**src/rtl/autosa_sdp_wdma_dat_sched.sv**
```systemverilog
`default_nettype none
// ============================================================================
// Module  : autosa_sdp_wdma_dat_sched
// Brief   : Schedules WDMA write commands and round-robin FIFO atoms onto the
//           DMA write port; flags layer completion on the last cube-end atom.
// Revision: 1.0
// ============================================================================
module autosa_sdp_wdma_dat_sched #(
  parameter int DW = 64,
  parameter int AW = 29,
  parameter int SW = 13
) (
  input  logic              autosa_core_clk,
  input  logic              autosa_core_rstn,
  input  logic              op_load,
  input  logic              reg2dp_interrupt_ptr,
  input  logic              cmd2dat_dma_pvld,
  output logic              cmd2dat_dma_prdy,
  input  logic [AW+SW+1:0]  cmd2dat_dma_pd,
  input  logic              dfifo0_rd_pvld,
  output logic              dfifo0_rd_prdy,
  input  logic [DW-1:0]     dfifo0_rd_pd,
  input  logic              dfifo1_rd_pvld,
  output logic              dfifo1_rd_prdy,
  input  logic [DW-1:0]     dfifo1_rd_pd,
  input  logic              dfifo2_rd_pvld,
  output logic              dfifo2_rd_prdy,
  input  logic [DW-1:0]     dfifo2_rd_pd,
  input  logic              dfifo3_rd_pvld,
  output logic              dfifo3_rd_prdy,
  input  logic [DW-1:0]     dfifo3_rd_pd,
  output logic              dma_wr_req_vld,
  input  logic              dma_wr_req_rdy,
  output logic [DW+1:0]     dma_wr_req_pd,
  output logic              intr_req_pvld,
  output logic              intr_req_ptr,
  output logic              dp2reg_done
);

  typedef enum logic [0:0] {IDLE = 1'b0, DATA = 1'b1} state_t;

  state_t          state, state_nxt;
  logic [SW-1:0]   cnt, size_q;
  logic [1:0]      sel;
  logic            cube_q;
  logic            ptr_q;
  logic            done_q;
  logic            out_vld, out_last_end;
  logic [DW+1:0]   out_pd;

  logic            slot_free;
  logic            cmd_take, pop, load, load_last;
  logic [DW+1:0]   load_pd;
  logic [3:0]      fifo_vld, fifo_rdy;
  logic [DW-1:0]   fifo_pd [4];
  logic            unused_odd;

  // The odd flag has no slot in the DMA command packet.
  assign unused_odd = cmd2dat_dma_pd[AW+SW];

  assign fifo_vld   = {dfifo3_rd_pvld, dfifo2_rd_pvld, dfifo1_rd_pvld, dfifo0_rd_pvld};
  assign fifo_pd[0] = dfifo0_rd_pd;
  assign fifo_pd[1] = dfifo1_rd_pd;
  assign fifo_pd[2] = dfifo2_rd_pd;
  assign fifo_pd[3] = dfifo3_rd_pd;

  assign slot_free  = !out_vld || dma_wr_req_rdy;

  always_comb begin
    state_nxt        = state;
    cmd2dat_dma_prdy = 1'b0;
    fifo_rdy         = 4'b0000;
    cmd_take         = 1'b0;
    pop              = 1'b0;
    load             = 1'b0;
    load_last        = 1'b0;
    load_pd          = '0;
    case (state)
      IDLE: begin
        cmd2dat_dma_prdy = slot_free;
        if (cmd2dat_dma_pvld && slot_free) begin
          cmd_take  = 1'b1;
          load      = 1'b1;
          load_pd   = {2'b00, {(DW-AW-SW-1){1'b0}}, cmd2dat_dma_pd[AW+SW+1],
                       cmd2dat_dma_pd[AW+SW-1:AW], cmd2dat_dma_pd[AW-1:0]};
          state_nxt = DATA;
        end
      end
      DATA: begin
        // Ready depends on sel and slot only, so a non-selected FIFO is never popped.
        fifo_rdy[sel] = slot_free;
        if (slot_free && fifo_vld[sel]) begin
          pop     = 1'b1;
          load    = 1'b1;
          load_pd = {2'b01, fifo_pd[sel]};
          if (cnt == size_q) begin
            load_last = cube_q;
            state_nxt = IDLE;
          end
        end
      end
      default: state_nxt = IDLE;
    endcase
  end

  always_ff @(posedge autosa_core_clk) begin
    if (!autosa_core_rstn) begin
      state        <= IDLE;
      cnt          <= '0;
      size_q       <= '0;
      sel          <= 2'd0;
      cube_q       <= 1'b0;
      ptr_q        <= 1'b0;
      done_q       <= 1'b0;
      out_vld      <= 1'b0;
      out_last_end <= 1'b0;
      out_pd       <= '0;
    end else begin
      state  <= state_nxt;
      done_q <= out_vld && dma_wr_req_rdy && out_last_end;
      if (op_load) ptr_q <= reg2dp_interrupt_ptr;
      if (cmd_take) begin
        size_q <= cmd2dat_dma_pd[AW+SW-1:AW];
        cube_q <= cmd2dat_dma_pd[AW+SW+1];
        cnt    <= '0;
        sel    <= 2'd0;
      end else if (pop) begin
        sel <= sel + 2'd1;
        // Compare before increment so the largest size never overflows cnt.
        if (cnt != size_q) cnt <= cnt + 1'b1;
      end
      if (slot_free) begin
        out_vld      <= load;
        out_last_end <= load_last;
        if (load) out_pd <= load_pd;
      end
    end
  end

  assign dfifo0_rd_prdy = fifo_rdy[0];
  assign dfifo1_rd_prdy = fifo_rdy[1];
  assign dfifo2_rd_prdy = fifo_rdy[2];
  assign dfifo3_rd_prdy = fifo_rdy[3];
  assign dma_wr_req_vld = out_vld;
  assign dma_wr_req_pd  = out_pd;
  assign intr_req_pvld  = done_q;
  assign dp2reg_done    = done_q;
  assign intr_req_ptr   = ptr_q;

endmodule
`default_nettype wire

```
**config.mk**
```make
export PLATFORM = sky130hd
export DESIGN_NAME = autosa_sdp_wdma_dat_sched
export DESIGN_NICKNAME = d
export VERILOG_FILES = /design/src/rtl/autosa_sdp_wdma_dat_sched.sv
export SDC_FILE = /design/constraint.sdc
export NUM_CORES = 1
export LEC_CHECK = 0
export BUFFER_PORTS_ARGS = -buffer_cell sky130_fd_sc_hd__buf_2
export CORE_AREA = 10 10 140 142
export DETAILED_ROUTE_END_ITERATION = 8
export DIE_AREA = 0 0 150 152
export GPL_TIMING_DRIVEN = 0
export PLACE_DENSITY = 0.76
export REMOVE_ABC_BUFFERS = 1
export SLEW_MARGIN = 20
export SYNTH_ARGS = -nofsm -noshare
export SYNTH_HDL_FRONTEND = slang
export SYNTH_SLANG_ARGS = --single-unit
export TNS_END_PERCENT = 50
```
**constraint.sdc**
```tcl
create_clock -name autosa_core_clk -period 5.6 [get_ports autosa_core_clk]
set_input_delay 1.68 -clock autosa_core_clk [delete_from_list [all_inputs] [get_ports autosa_core_clk]]
set_output_delay 1.68 -clock autosa_core_clk [all_outputs]
set_load 0.03 [all_outputs]
```
Word level (Yosys, flattened, before mapping). Cells that the tools add are included.

Register bits after elaboration: 100. Input port bits: 310. Output and inout bits: 75. Logic and storage cells: 54.

$add $sub $neg: 2. Order comparisons: 3. Equal/unequal tests: 2. Multiplexer cells: 23. Bitwise gates (word level): 4. Reduce and logical (&&, ||, !) cells: 10.

Operators by type and width (count): one-hot mux 66 bit (2 select lines) (1); binary-select mux 64 bit (select 2 bit) (1); 2-to-1 mux 64 bit (2); 2-to-1 mux 65 bit (1); 2-to-1 mux 43 bit (1); adder 13 x 1 -> 13 bit, second input constant (1); == test 13 bit (1); inequality test 13 bit (1); 2-to-1 mux 1 bit (12); logical AND 1 bit (5); AND 4 bit (1); 2-to-1 mux 4 bit (1); one-hot mux 1 bit (2 select lines) (2); AND reduction 2 bit (2); greater-or-equal comparator 3 bit, second input constant (1); less-than comparator 2 x 3 -> 1 bit, second input constant (1); inverter 2 -> 3 bit (1); adder 2 x 1 -> 2 bit, second input constant (1); binary-select mux 1 bit (select 2 bit) (1); demux 1 bit (select 2 bit) (1); greater-or-equal comparator 2 x 1 -> 1 bit, second input constant (1); inverter 1 bit (2); OR reduction 2 bit (1); zero test 1 bit (1); logical OR 1 bit (1).

Logic depth before layout (Yosys ltp).
Word-level depth: 6. Depth in mapped cells: 8. Gate-level depth less buffers: 5.

Least setup slack after synthesis. Ideal clock, no wire load.

Kind: input-to-output. Start point: in dma_wr_req_rdy. End point: out dfifo0_rd_prdy. Arrival: 2.322 ns. Required time: 3.920 ns. Setup slack: 1.598 ns. Stages: 3. Buffers on the path: 1. Path through: nand2b_1 -> clkbuf_1 -> and3_1.

Cells in the longest elaborated chain, start to end: 3.

RTL lines: start: declaration (RTL line 33) `input logic dma_wr_req_rdy,`; logical OR 1 bit (RTL line 67) `assign slot_free = !out_vld || dma_wr_req_rdy;`; AND 4 bit (no source line); 2-to-1 mux 4 bit (RTL line 78) `case (state)`; end: declaration (RTL line 21) `output logic dfifo0_rd_prdy,`.

Every way passes these cells.

Final worst setup path.
Start point: in dma_wr_req_rdy. End point: out dfifo1_rd_prdy.

Cells in the longest elaborated chain, start to end: 3.

RTL lines: logical OR 1 bit (RTL line 67); AND 4 bit (no source line); 2-to-1 mux 4 bit (RTL line 78); end: declaration (RTL line 24) `output logic dfifo1_rd_prdy,`.

Every way passes these cells.

==> reports/metrics.yaml <==
final_nets: 1234
hold_buffers: 0
tightest_slew_ns: 0.8177
drt_iter0_drc: 431
rsz0062_at_grt: "no"
pwr-share-comb: 0.280
r2r_slack_ns: 2.39
reg2reg_from: "sel[1]"
cts_buffers: 9
htree_levels: 3
cp_max_fo: 8
endpoint_kind: "primary output"
ctsResizeCount: 0
seq_area_frac_synth: 0.3561
clockBufferDepth: 2
start_util: 0.3286
status: "completed"
dp_hpwl_um: 19350
pre_cts_slack_ns: 1.476
avgSynthCellArea_sq_um: 9.764
worstHoldPathType: "register to register"
hold_viol: 0
fin_crit_ns: 4.141
fmax_mhz: 241.5
seqPwrFrac: 0.407
core_region_area_sq_um: 16940
cts_root_buf: "clkbuf_16"
fin_ws_ns: 1.459
grt_pass1_wl_um: 35710
arrival_ns: 2.46
ir_drop_uv: 131.0
fin_skew_ns: 0.01158
grt_antenna_before_repair: 3
netlist_area_sq_um: 5565
synth_top_area_frac: 0.3561
netSwitchingPower_mw: 0.6264
grt_max_degree: 47
grt-ovfl-total: 0
drv_cap: 0
chipWidth_um: 150
internal_power_mw: 1.308
routed_wl_um: 23690
mostFrequentLayoutCell: "buf_2"
ant_nets: 0
finalCritPeriodShare: 0.7394
yosys.area.top_type: "dfxtp_1"
setup.worst_path.class: "primary input to primary output"
required_ns: 3.92
clkPwrFrac: 0.313
ys_ff_latch: 99
cts_tree: "done"
grt_pass1_vias: 6379
fillers: 1693
die_y_um: 152
ys_types: 40
critPathLaunch: "dma_wr_req_rdy"
grt_use_total: 0.2004
worstRegToRegCells: 6
num_vias: 6023
first_pass_iters: 5
drc: 0
postCtsSetupRepairBufs: 0
p_sw_frac: 0.3238
syn2layout_area_growth_pct: 43.88
holdWs_ns: 0.4506
io_pins: 385
maxSlewViolCount: 0
crit_path_end: "dfifo1_rd_prdy"
port_buffers: 382
p_leak_nw: 3.435
gp_congestion: 0.8644
cp-start-kind: "primary input"
wire_per_inst_um: 20.58
setup_viol_count_final: 0
r2r_end: "cnt[12]"
slew_headroom: 0.4542
syn_inst: 570
synth_area_leaders: "dfxtp_1 (36%), mux4_2 (26%), nand2_1 (7.9%), a21oi_1 (6.8%), a22oi_1 (3.9%)"
drive_above_1_share: 0.5227
viasPerCell: 5.233
ys_warn_count: 0
power_density_nw_per_um2: 241.6
die_area_sq_um: 22800
finalPower_mw: 1.935
clk_latency_ns: 0.34
clk_pin_slew_ns: 0.07
clock-sinks: 99
layout_common_cells: "buf_2 (382), nand2_1 (117), dfxtp_1 (97), a21oi_1 (76), mux4_2 (65)"
placementRows: 48
-- worst min-delay path by stage --
stage          cells past startpoint               from  slack, ns                end
6_report                           2  dma_wr_req_pd[26]       0.45  dma_wr_req_pd[26]
5_1_grt                            2  dma_wr_req_pd[27]       0.46  dma_wr_req_pd[27]
4_1_cts                            2   dma_wr_req_pd[0]       0.45   dma_wr_req_pd[0]
3_5_place_dp                       2  dma_wr_req_pd[26]       0.44  dma_wr_req_pd[26]
3_3_place_gp                       2  dma_wr_req_pd[21]       0.44  dma_wr_req_pd[21]
2_1_floorplan                      2             cube_q       0.44             cube_q
-- registers in the layout, indices dropped and copies added (netlist names) --
signal / cells
out_last_end: 1
cube_q: 1
state: 1
size_q: 13
sel: 2
dma_wr_req_vld: 1
cnt: 13
intr_req_ptr: 1
dp2reg_done: 1
dma_wr_req_pd: 65
-- cell usage after synthesis, drive strengths merged --
master	n
and3	6
a21oi	76
a22oi	29
nand3	28
o31a	1
nand3b	1
mux2i	1
dfxtp	99
or4	7
mux4	65
nand2b	1
nor2b	1
nand4b	1
o31ai	3
and4	1
clkbuf	31
nor4	2
nand4	4
or3	9
inv	4
o21ai	8
nand2	117
a31oi	15
o211ai	2
buf	25
a32oi	1
ha	5
nor2	9
and2	1
xnor2	14
conb	1
nor3b	1
o21a	1
-- final cells by class --
| class | instances | area [sq um] | area share |
|---|---|---|---|
| multi-input cells | 411 | 3343 | 0.4175 |
| clock buffers | 10 | 239.0 | 0.02984 |
| well taps | 225 | 281.5 | 0.03516 |
| inverters | 4 | 17.52 | 0.002187 |
| diodes | 2 | 5.005 | 0.0006250 |
| repair buffers | 394 | 2087 | 0.2606 |
| clock inverters | 6 | 45.04 | 0.005625 |
| flip-flops and latches | 99 | 1989 | 0.2484 |
-- kinds of logic after synthesis --
kind of cell / Yosys count / synth area share
mux: 66 / 0.2648
simple gates: 189 / 0.1549
fa+ha+maj: 5 / 0.01124
compound gates: 136 / 0.1428
buf+inv: 60 / 0.04744
xor+xnor: 14 / 0.02203
other cells: 1 / 0.0006738
flops: 99 / 0.3561
-- power by group through the flow --
stage               Clock, mW  Sequential [mW]  Combinational [mW]
floorplan                   0            0.885               0.214
global placement            0            0.810               0.508
detailed placement          0            0.804               0.544
CTS                     0.630            0.788               0.545
global route            0.657            0.795               0.583
finish                  0.605            0.787               0.542
-- metal layers --
metal / GRT usage / vias up / share of wire
li1: - / 2830 / -
met1: 0.2232 / 2891 / 0.37
met2: 0.3492 / 263 / 0.52
met3: 0.06326 / 37 / 0.078
met4: 0.06991 / 2 / 0.028
met5: 0 / - / 0.00030
-- worst max-delay path, stage by stage --
cell and delay, ns:
buf_2 0.11, nand2b_1 0.26, and3_1 0.24, buf_2 0.17
-- per-stage QoR --
| step | utilization | cell area (sq um) | setup TNS [ns] | std cells |
|---|---|---|---|---|
| after floorplan | - | 5316 | -11.98 | 514 |
| after global placement | 0.4434 | 7510 | -250.59 | 1121 |
| after detailed placement | 0.4557 | 7719 | 0 | 1133 |
| after CTS | 0.4725 | 8003 | 0 | 1149 |
| after global routing | 0.4728 | 8008 | 0 | 1151 |
| final | 0.4728 | 8008 | 0 | 1151 |
No activity file was read; power rests on OpenSTA's default activity.
